[src/rtl/runner_pkg.sv]
// Shared types for the frame runner: scheduler state encoding and the
// framebuffer pixel-write record at the default framebuffer geometry.
package runner_pkg;

    localparam int PIX_COORD_W = 12;
    localparam int PIX_PAL_W   = 2;

    typedef enum logic [1:0] {
        IDLE  = 2'd0,
        START = 2'd1,
        RUN   = 2'd2,
        DONE  = 2'd3
    } sched_state_t;

    typedef struct packed {
        logic [PIX_COORD_W-1:0] x;
        logic [PIX_COORD_W-1:0] y;
        logic [PIX_PAL_W-1:0]   palette;
    } pix_write_t;

endpackage

[src/rtl/paint_scheduler_rr_arbiter.sv]
// Round-robin arbiter: grants the first requester strictly after the
// pointer, wrapping around, so the previous winner has lowest priority.
module rr_arbiter #(
    parameter int NUM_REQ = 2,
    parameter int PTR_W   = 1
) (
    input  logic [NUM_REQ-1:0] req_i,
    input  logic [PTR_W-1:0]   ptr_i,
    output logic [NUM_REQ-1:0] grant_o,
    output logic [PTR_W-1:0]   grant_idx_o
);

    // Scan from pointer+1 around to pointer; first active request wins.
    always_comb begin
        int         idx;
        logic       found;
        logic [PTR_W-1:0] idx_w;
        grant_o     = '0;
        grant_idx_o = ptr_i;
        found       = 1'b0;
        idx         = 0;
        idx_w       = '0;
        for (int k = 1; k <= NUM_REQ; k++) begin
            idx   = (int'(ptr_i) + k) % NUM_REQ;
            idx_w = PTR_W'(idx);
            if (!found && req_i[idx_w]) begin
                grant_o[idx_w] = 1'b1;
                grant_idx_o    = idx_w;
                found          = 1'b1;
            end
        end
    end

endmodule

[src/rtl/paint_scheduler.sv]
// Frame sequencer and framebuffer write-port arbiter. Restarts all paint
// requesters on each frame_start, shares the write port round-robin,
// signals frame_done when every requester has finished, counts overruns.
module paint_scheduler
    import runner_pkg::*;
#(
    parameter int NUM_REQ = 2,
    parameter int COORD_W = PIX_COORD_W,
    parameter int PAL_W   = PIX_PAL_W,
    parameter int CNT_W   = 8
) (
    input  logic                       clk_33m,
    input  logic                       reset_n,
    input  logic                       frame_start,
    output logic [NUM_REQ-1:0]         req_start,
    input  logic [NUM_REQ-1:0]         req_valid,
    input  logic [NUM_REQ*COORD_W-1:0] req_x,
    input  logic [NUM_REQ*COORD_W-1:0] req_y,
    input  logic [NUM_REQ*PAL_W-1:0]   req_palette,
    output logic [NUM_REQ-1:0]         req_ready,
    input  logic [NUM_REQ-1:0]         req_done,
    output logic                       write_en,
    output logic [COORD_W-1:0]         write_x,
    output logic [COORD_W-1:0]         write_y,
    output logic [PAL_W-1:0]           write_palette,
    output logic                       busy,
    output logic                       frame_done,
    output logic [CNT_W-1:0]           overrun_count
);

    localparam int PTR_W = (NUM_REQ > 1) ? $clog2(NUM_REQ) : 1;

    function automatic logic [CNT_W-1:0] sat_inc(input logic [CNT_W-1:0] v);
        return (&v) ? v : v + 1'b1;
    endfunction

    sched_state_t        state_q, state_d;
    logic [NUM_REQ-1:0]  done_q, done_d;
    logic                pend_q, pend_d;
    logic [PTR_W-1:0]    ptr_q, ptr_d;
    logic [CNT_W-1:0]    ovr_q, ovr_d;
    logic [NUM_REQ-1:0]  start_q, start_d;
    logic                busy_q, busy_d;
    logic                fdone_q, fdone_d;
    logic                wen_q, wen_d;
    logic [COORD_W-1:0]  wx_q, wx_d;
    logic [COORD_W-1:0]  wy_q, wy_d;
    logic [PAL_W-1:0]    wpal_q, wpal_d;

    logic [NUM_REQ-1:0]  arb_req;
    logic [NUM_REQ-1:0]  grant;
    logic [PTR_W-1:0]    grant_idx;
    logic                accept;
    logic [NUM_REQ-1:0]  done_set;

    // Only unfinished requesters compete, and only while painting.
    assign arb_req = req_valid & ~done_q & {NUM_REQ{state_q == RUN}};

    rr_arbiter #(
        .NUM_REQ (NUM_REQ),
        .PTR_W   (PTR_W)
    ) u_arb (
        .req_i       (arb_req),
        .ptr_i       (ptr_q),
        .grant_o     (grant),
        .grant_idx_o (grant_idx)
    );

    assign req_ready = grant;
    assign accept    = |grant;
    assign done_set  = done_q | req_done;

    // Next-state: frame sequencing, completion tracking, overrun accounting, write capture.
    always_comb begin
        state_d = state_q;
        done_d  = done_q;
        pend_d  = pend_q;
        ovr_d   = ovr_q;
        ptr_d   = accept ? grant_idx : ptr_q;
        wen_d   = accept;
        wx_d    = wx_q;
        wy_d    = wy_q;
        wpal_d  = wpal_q;
        if (accept) begin
            wx_d   = req_x[int'(grant_idx)*COORD_W +: COORD_W];
            wy_d   = req_y[int'(grant_idx)*COORD_W +: COORD_W];
            wpal_d = req_palette[int'(grant_idx)*PAL_W +: PAL_W];
        end
        case (state_q)
            IDLE: begin
                if (frame_start) state_d = START;
            end
            START: begin
                // A second frame_start here is redundant: requesters are already restarting.
                state_d = RUN;
            end
            RUN: begin
                done_d = done_set;
                if (&done_set) begin
                    // Completion beats a coincident frame_start; that start is deferred.
                    state_d = DONE;
                    pend_d  = frame_start;
                end else if (frame_start) begin
                    ovr_d   = sat_inc(ovr_q);
                    state_d = START;
                end
            end
            DONE: begin
                state_d = (pend_q || frame_start) ? START : IDLE;
                pend_d  = 1'b0;
            end
            default: state_d = IDLE;
        endcase
        if (state_d == START) done_d = '0;
        start_d = (state_d == START) ? {NUM_REQ{1'b1}} : '0;
        fdone_d = (state_d == DONE);
        busy_d  = (state_d == START) || (state_d == RUN);
    end

    // State and registered outputs; reset drops everything including an in-flight write.
    always_ff @(posedge clk_33m or negedge reset_n) begin
        if (!reset_n) begin
            state_q <= IDLE;
            done_q  <= '0;
            pend_q  <= 1'b0;
            ptr_q   <= PTR_W'(NUM_REQ - 1);
            ovr_q   <= '0;
            start_q <= '0;
            busy_q  <= 1'b0;
            fdone_q <= 1'b0;
            wen_q   <= 1'b0;
            wx_q    <= '0;
            wy_q    <= '0;
            wpal_q  <= '0;
        end else begin
            state_q <= state_d;
            done_q  <= done_d;
            pend_q  <= pend_d;
            ptr_q   <= ptr_d;
            ovr_q   <= ovr_d;
            start_q <= start_d;
            busy_q  <= busy_d;
            fdone_q <= fdone_d;
            wen_q   <= wen_d;
            wx_q    <= wx_d;
            wy_q    <= wy_d;
            wpal_q  <= wpal_d;
        end
    end

    assign req_start     = start_q;
    assign busy          = busy_q;
    assign frame_done    = fdone_q;
    assign overrun_count = ovr_q;
    assign write_en      = wen_q;
    assign write_x       = wx_q;
    assign write_y       = wy_q;
    assign write_palette = wpal_q;

endmodule

[config.mk]
export PLATFORM = sky130hd
export DESIGN_NAME = paint_scheduler
export DESIGN_NICKNAME = d
export VERILOG_FILES = /design/src/rtl/runner_pkg.sv /design/src/rtl/paint_scheduler_rr_arbiter.sv /design/src/rtl/paint_scheduler.sv
export SDC_FILE = /design/constraint.sdc
export NUM_CORES = 1
export LEC_CHECK = 0
export BUFFER_PORTS_ARGS = -buffer_cell sky130_fd_sc_hd__buf_2
export CORE_ASPECT_RATIO = 0.6
export CORE_MARGIN = 2
export CORE_UTILIZATION = 28
export CTS_CLUSTER_SIZE = 40
export DETAILED_ROUTE_END_ITERATION = 8
export PLACE_DENSITY = 0.52
export SLEW_MARGIN = 0
export SYNTH_ARGS = -nofsm -noshare
export SYNTH_HDL_FRONTEND = slang
export SYNTH_SLANG_ARGS = --single-unit
[constraint.sdc]
create_clock -name clk_33m -period 1.9 [get_ports clk_33m]
set_input_delay 0.19 -clock clk_33m [delete_from_list [all_inputs] [get_ports clk_33m]]
set_output_delay 0.19 -clock clk_33m [all_outputs]
set_load 0.005 [all_outputs]
==> flow_summary.yaml, run 1 <==
run_status:
  status: "complete, but fails checks"
  violations: "DRC"
setup_path:
  crit_path_start_kind: "register"
  crit_required_ns: 1.71
  crit_fanout: 13
  timing_worst_setup_path_type: "reg -> out"
  worstReg2RegStart: "done_q[0]"
  r2r_slack_ns: 0.24
  cp.arrival_ns: 1.55
  r2r-end: "overrun_count[1]"
  reg2reg_depth: 4
  endpoint_kind: "output pin"
sta:
  finClkSkew_ns: 0.004121
  setup_violations: 0
  post-route-period-util_pct: 91.84
  finalSetupTns_ns: 0
  rsz0062_at_grt: "false"
  hold_violations: 0
  worstMarginPinSlew_ns: 0.5234
  slew_headroom_pct: 65.10
  fin_ws_ns: 0.1551
  fmax_mhz: 573.1
  period_needed_ns: 1.745
  drv_slew: 0
logic_synthesis:
  synth_edf_count: 0
  yosys_most_used_dff: "dfrtp_1"
  synth_top_area_cell: "dfrtp_1"
  synth-seq-cells: 44
  yosysUniqueCellTypes: 35
  async_flop_share_pct: 100.0
  synth_common_cells: "dfrtp_1 (43), nand2b_1 (28), o221a_1 (19)"
  ys_seq_area_share_pct: 55.17
  synth.area.top_cells: "dfrtp_1 (54%), o221a_1 (11%), nand2b_1 (8.8%)"
  synth.most_common_cell: "dfrtp_1"
  ys_warn_count: 0
  synth_cells: 162
  avgSynthCellArea_um2: 12.33
  synth_top_area_share_pct: 53.85
  syn_nets: 224
  syn_area_mm2: 0.001998
routing:
  via_count: 1601
  vias_per_cell: 4.485
  wire_per_inst_um: 14.41
  first_pass_iters: 6
  finalWirelength_um: 5144
  drt_iter0_drc: 85
  postRouteAntennaNets: 0
  drcViolationCount: 6
floorplan:
  die-area_mm2: 0.007850
  die_h_um: 69.44
  core_mm2: 0.006792
  num_rows: 23
  die_w_um: 113.1
  initial_core_util_pct: 29.42
  boundaryPins: 100
place:
  gp_congestion: 0.7238
  pre_cts_ws_ns: 0.2519
  io_buffers: 99
  dp_hpwl_um: 3907
clocking:
  ctsLongestPathBuffers: 2
  clk_pin_slew_ns: 0.06
  clock-sinks: 44
  clk_latency_ns: 0.28
  cts_buffers: 5
  htreeDepth: 2
  cts_tree: "built"
  cts_root_buffer: "clkbuf_16"
final_layout:
  final_nets: 331
  layout-drive-gt1-share_pct: 47.78
  fillCellCount: 679
  diodes: 0
  syn2layout_area_growth_pct: 39.32
pwr:
  power_density_mw_per_mm2: 1478
  ir_drop_mv: 0.4810
  leakagePower_uw: 0.001357
grt:
  grt_pass1_vias: 1567
  grt_pass1_wl_um: 8480
  grt_max_degree: 24
  grt_antenna_before_repair: 0
  grt_usage_pct: 13.82
  grt_overflow: 0
min_path:
  whs_path_depth: 2
  hold_path_class: "in -> reg"
  holdPathEnd: "write_y[11]"
  min_from: "req_y[23]"
job:
  maxCapViolations: 0
==> metal layers <==
metal | GRT usage, % | wire length (um)
met1 | 22.48 | 2757
met2 | 17.03 | 2016
met3 | 3.671 | 337
met4 | 4.472 | 34
met5 | 0 | 0
==> final cells by class <==
type                       instances  area (um2)  share of cell area (%)
multi-input combinational        106       829.5                   29.80
sequential                        44        1102                   39.60
tap                               87       108.9                   3.910
inverter                           4       15.01                  0.5393
clock buffer                       7       142.6                   5.124
timing repair buffer             108       578.1                   20.76
clock inverter                     1       7.507                  0.2697
==> metrics by stage <==
step	instances	util [%]	hold WS, ns	power, uW	area [um2]
after floorplan	162	-	-0.1056	2585	1998
after global placement	348	38.56	0.2034	3239	2619
after detailed placement	348	38.56	0.2053	3256	2619
after CTS	357	40.92	0.1635	4159	2779
after global routing	357	40.99	0.1659	4445	2784
final	357	40.99	0.1723	4115	2784
==> flip-flops by register name (all words and copies together), names as in the netlist <==
register       flops
state_q            2
req_start          1
write_en           1
write_y           12
ptr_q              1
write_palette      2
write_x           12
frame_done         1
pend_q             1
overrun_count      8
busy               1
done_q             2
==> worst max-delay path: stages, from the launching register on <==
cell     delay, ns
dfrtp_1       0.44
nor2b_4       0.23
and2_2        0.20
o21ai_2       0.06
buf_4         0.18
inv_1         0.06
buf_2         0.10
==> how the worst max path moves through the flow <==
stage	slack, ns	to	start	depth (start not counted)
2_1_floorplan	0.44	overrun_count[1]	done_q[0]	4
3_3_place_gp	0.34	overrun_count[1]	done_q[0]	4
3_5_place_dp	0.25	overrun_count[1]	done_q[0]	4
4_1_cts	0.07	req_ready[0]	state_q[1]	6
5_1_grt	0.03	req_ready[0]	state_q[0]	6
6_report	0.16	req_ready[0]	state_q[0]	6
==> repair_timing <==
item	in CTS	in global routing
buffers inserted	0	0
hold buffers	1	0
resized for setup	0	1
endpoints found under the hold margin	20	0
endpoints found under the setup margin	0	1
==> cell usage in the layout (no fill, tap or decap), drive strengths merged, types with 2 or more instances in the layout <==
| cell | n |
|---|---|
| nor2 | 5 |
| ha | 3 |
| clkbuf | 7 |
| o21ai | 3 |
| nand2 | 7 |
| xor2 | 6 |
| o22ai | 2 |
| nor3 | 2 |
| and2 | 2 |
| o221a | 26 |
| nand2b | 28 |
| dfrtp | 43 |
| a21oi | 5 |
| inv | 4 |
| nand3 | 5 |
| buf | 107 |
| nor4 | 2 |
| nor2b | 3 |
==> kinds of logic after synthesis <==
logic type	synth area share (%)
muxes	0.5635
adders and majority gates	1.879
AOI/OAI and AO/OA	19.16
DFF	55.17
and+or+nand+nor	17.03
xor gates and xnor gates	2.630
buffers and inverters	3.569
==> where the power goes <==
| part | total, uW | internal, uW | switching (uW) | leakage, uW |
|---|---|---|---|---|
| combinational | 1640 | 913 | 722 | 0.000770 |
| clock | 870 | 524 | 347 | 0.0000701 |
| sequential | 1610 | 1360 | 253 | 0.000516 |
Power figures use the tool's default switching activity.
==> run 2: changes to the inputs <==
==> constraint.sdc (replaced) <==
create_clock -name clk_33m -period 1.9 [get_ports clk_33m]
set_input_delay 0.19 -clock clk_33m [delete_from_list [all_inputs] [get_ports clk_33m]]
set_output_delay 0.19 -clock clk_33m [all_outputs]
set_load 0.02 [all_outputs]
==> run 2 against run 1 <==
Effect of this change: the flow still finishes with violations (DRC); clock-buffer cell count is 1 lower; cell area rose by 0.85%; highest routed layer unchanged; global-route usage shrank 0.17 points; combinational power increased by 27%; critical path type unchanged; non-clock buffer count rose by 1; largest power group unchanged.
==> flow_summary.yaml, run 2 (synthesis gave the netlist of run 1 again) <==
final_layout:
  final_util_pct: 41.34
  diodes: 0
  layout-drive-gt1-share_pct: 48.34
  syn2layout_area_growth_pct: 40.51
  mostFrequentLayoutCells: "buf_2 (99), dfrtp_1 (43), nand2b_1 (28)"
  final_common_cell: "buf_2"
  fillCellCount: 673
  final_nets: 332
  stdcell_count: 358
floorplan:
  die_w_um: 113.1
  boundaryPins: 100
  num_rows: 23
  die_h_um: 69.44
  initial_core_util_pct: 29.42
  core_mm2: 0.006792
  die-area_mm2: 0.007850
sta:
  hold_slack_ns: 0.1659
  fmax_mhz: 559.9
  slew_headroom_pct: 76.28
  worstMarginPinSlew_ns: 0.3545
  post-route-period-util_pct: 94.00
  finClkSkew_ns: 0.004061
  setup_violations: 0
  period_needed_ns: 1.786
  drv_slew: 0
  hold_violations: 0
  rsz0062_at_grt: "false"
  finalSetupTns_ns: 0
min_path:
  hold_path_class: "in -> reg"
  min_from: "req_x[22]"
pwr:
  ir_drop_mv: 0.5769
  power_density_mw_per_mm2: 1661
  power.total_uw: 4664
  leakagePower_uw: 0.001374
job:
  maxCapViolations: 0
routing:
  drcViolationCount: 6
  vias_per_cell: 4.665
  postRouteAntennaNets: 0
  via_count: 1670
  finalWirelength_um: 5210
  first_pass_iters: 6
  wire_per_inst_um: 14.55
  drt_iter0_drc: 78
setup_path:
  cp.arrival_ns: 1.60
  timing_worst_setup_path_type: "reg -> out"
  crit_fanout: 11
  endpoint_kind: "output pin"
  r2r_slack_ns: 0.25
  startpoint: "done_q[1]"
  worstReg2RegStart: "done_q[0]"
  crit_path_start_kind: "register"
  crit_required_ns: 1.71
clocking:
  cts_buffers: 5
  cts_root_buffer: "clkbuf_16"
  clk_pin_slew_ns: 0.06
  clk_latency_ns: 0.28
  ctsLongestPathBuffers: 2
  clock-sinks: 44
  htreeDepth: 2
  cts_tree: "built"
grt:
  grt_max_degree: 45
  grt_overflow: 0
  grt_usage_pct: 13.65
  grt_antenna_before_repair: 0
  grt_pass1_wl_um: 8362
  grt_pass1_vias: 1584
place:
  io_buffers: 99
  gp_congestion: 0.7385
  dp_hpwl_um: 3861
  dpl.cell_count: 348
run_status:
  violations: "DRC"
  status: "complete, but fails checks"
-- run 2: changes by cell type in the layout (fill, tap and decap cells not counted), sizes merged --
cell / previous run / this run
clkinv: 0 / 1
buf: 107 / 108
clkbuf: 7 / 6
clkinvlp: 1 / 0
bufinv: 0 / 1
-- run 2: where the power goes --
part | total (uW) | switching, uW | internal [uW]
clock network | 973 | 354 | 619
logic | 2080 | 1140 | 936
registers | 1610 | 256 | 1360
-- run 2: layout make-up --
cell class	instances	area, um2	share of cell area (%)
flip-flops and latches	44	1102	39.26
multi-input cells	106	832.0	29.63
repair buffers	109	585.6	20.86
clock buffers	6	128.9	4.590
well taps	87	108.9	3.877
clock inverters	2	35.03	1.248
inverters	4	15.01	0.5348
-- run 2: worst max-delay path, stage by stage, from the launching register on --
cell and delay [ns]:
dfrtp_1 0.41, nor2b_1 0.30, nand3_2 0.18, buf_4 0.21, inv_1 0.05, buf_2 0.15
-- run 2: repair_timing --
| action | in CTS | in global routing |
|---|---|---|
| endpoints found under the hold margin | 43 | 0 |
| hold buffers | 1 | 0 |
| cloned | 0 | 0 |
| pin swaps | 0 | 0 |
| endpoints found under the setup margin | 1 | 2 |
| setup buffers | 0 | 1 |
| gates resized for setup | 1 | 1 |
-- run 2: per-stage QoR --
stage,instance area [um2],setup slack [ns]
CTS,2798,0.05947
finish,2808,0.1139
global placement,2619,0.3208
global route,2808,0.03502
detailed placement,2619,0.2653
floorplan,1998,0.3479
-- run 2: path summary, 6_finish.rpt --
check                      cells after the start                to
min                                            2       write_x[10]
min in group asynchronous                      3       write_x[11]
min reg2reg                                    1  overrun_count[7]
max in group asynchronous                      3             ptr_q
max                                            5      req_ready[1]
max reg2reg                                    4  overrun_count[1]
-- run 2: layer usage --
layer / wire, um / vias to the layer above / track usage (%)
met2: 2085 / 63 / 17.50
li1: - / 810 / -
met3: 376 / 5 / 4.196
met1: 2694 / 792 / 21.43
met5: 0 / - / 0
met4: 55 / 0 / 4.065
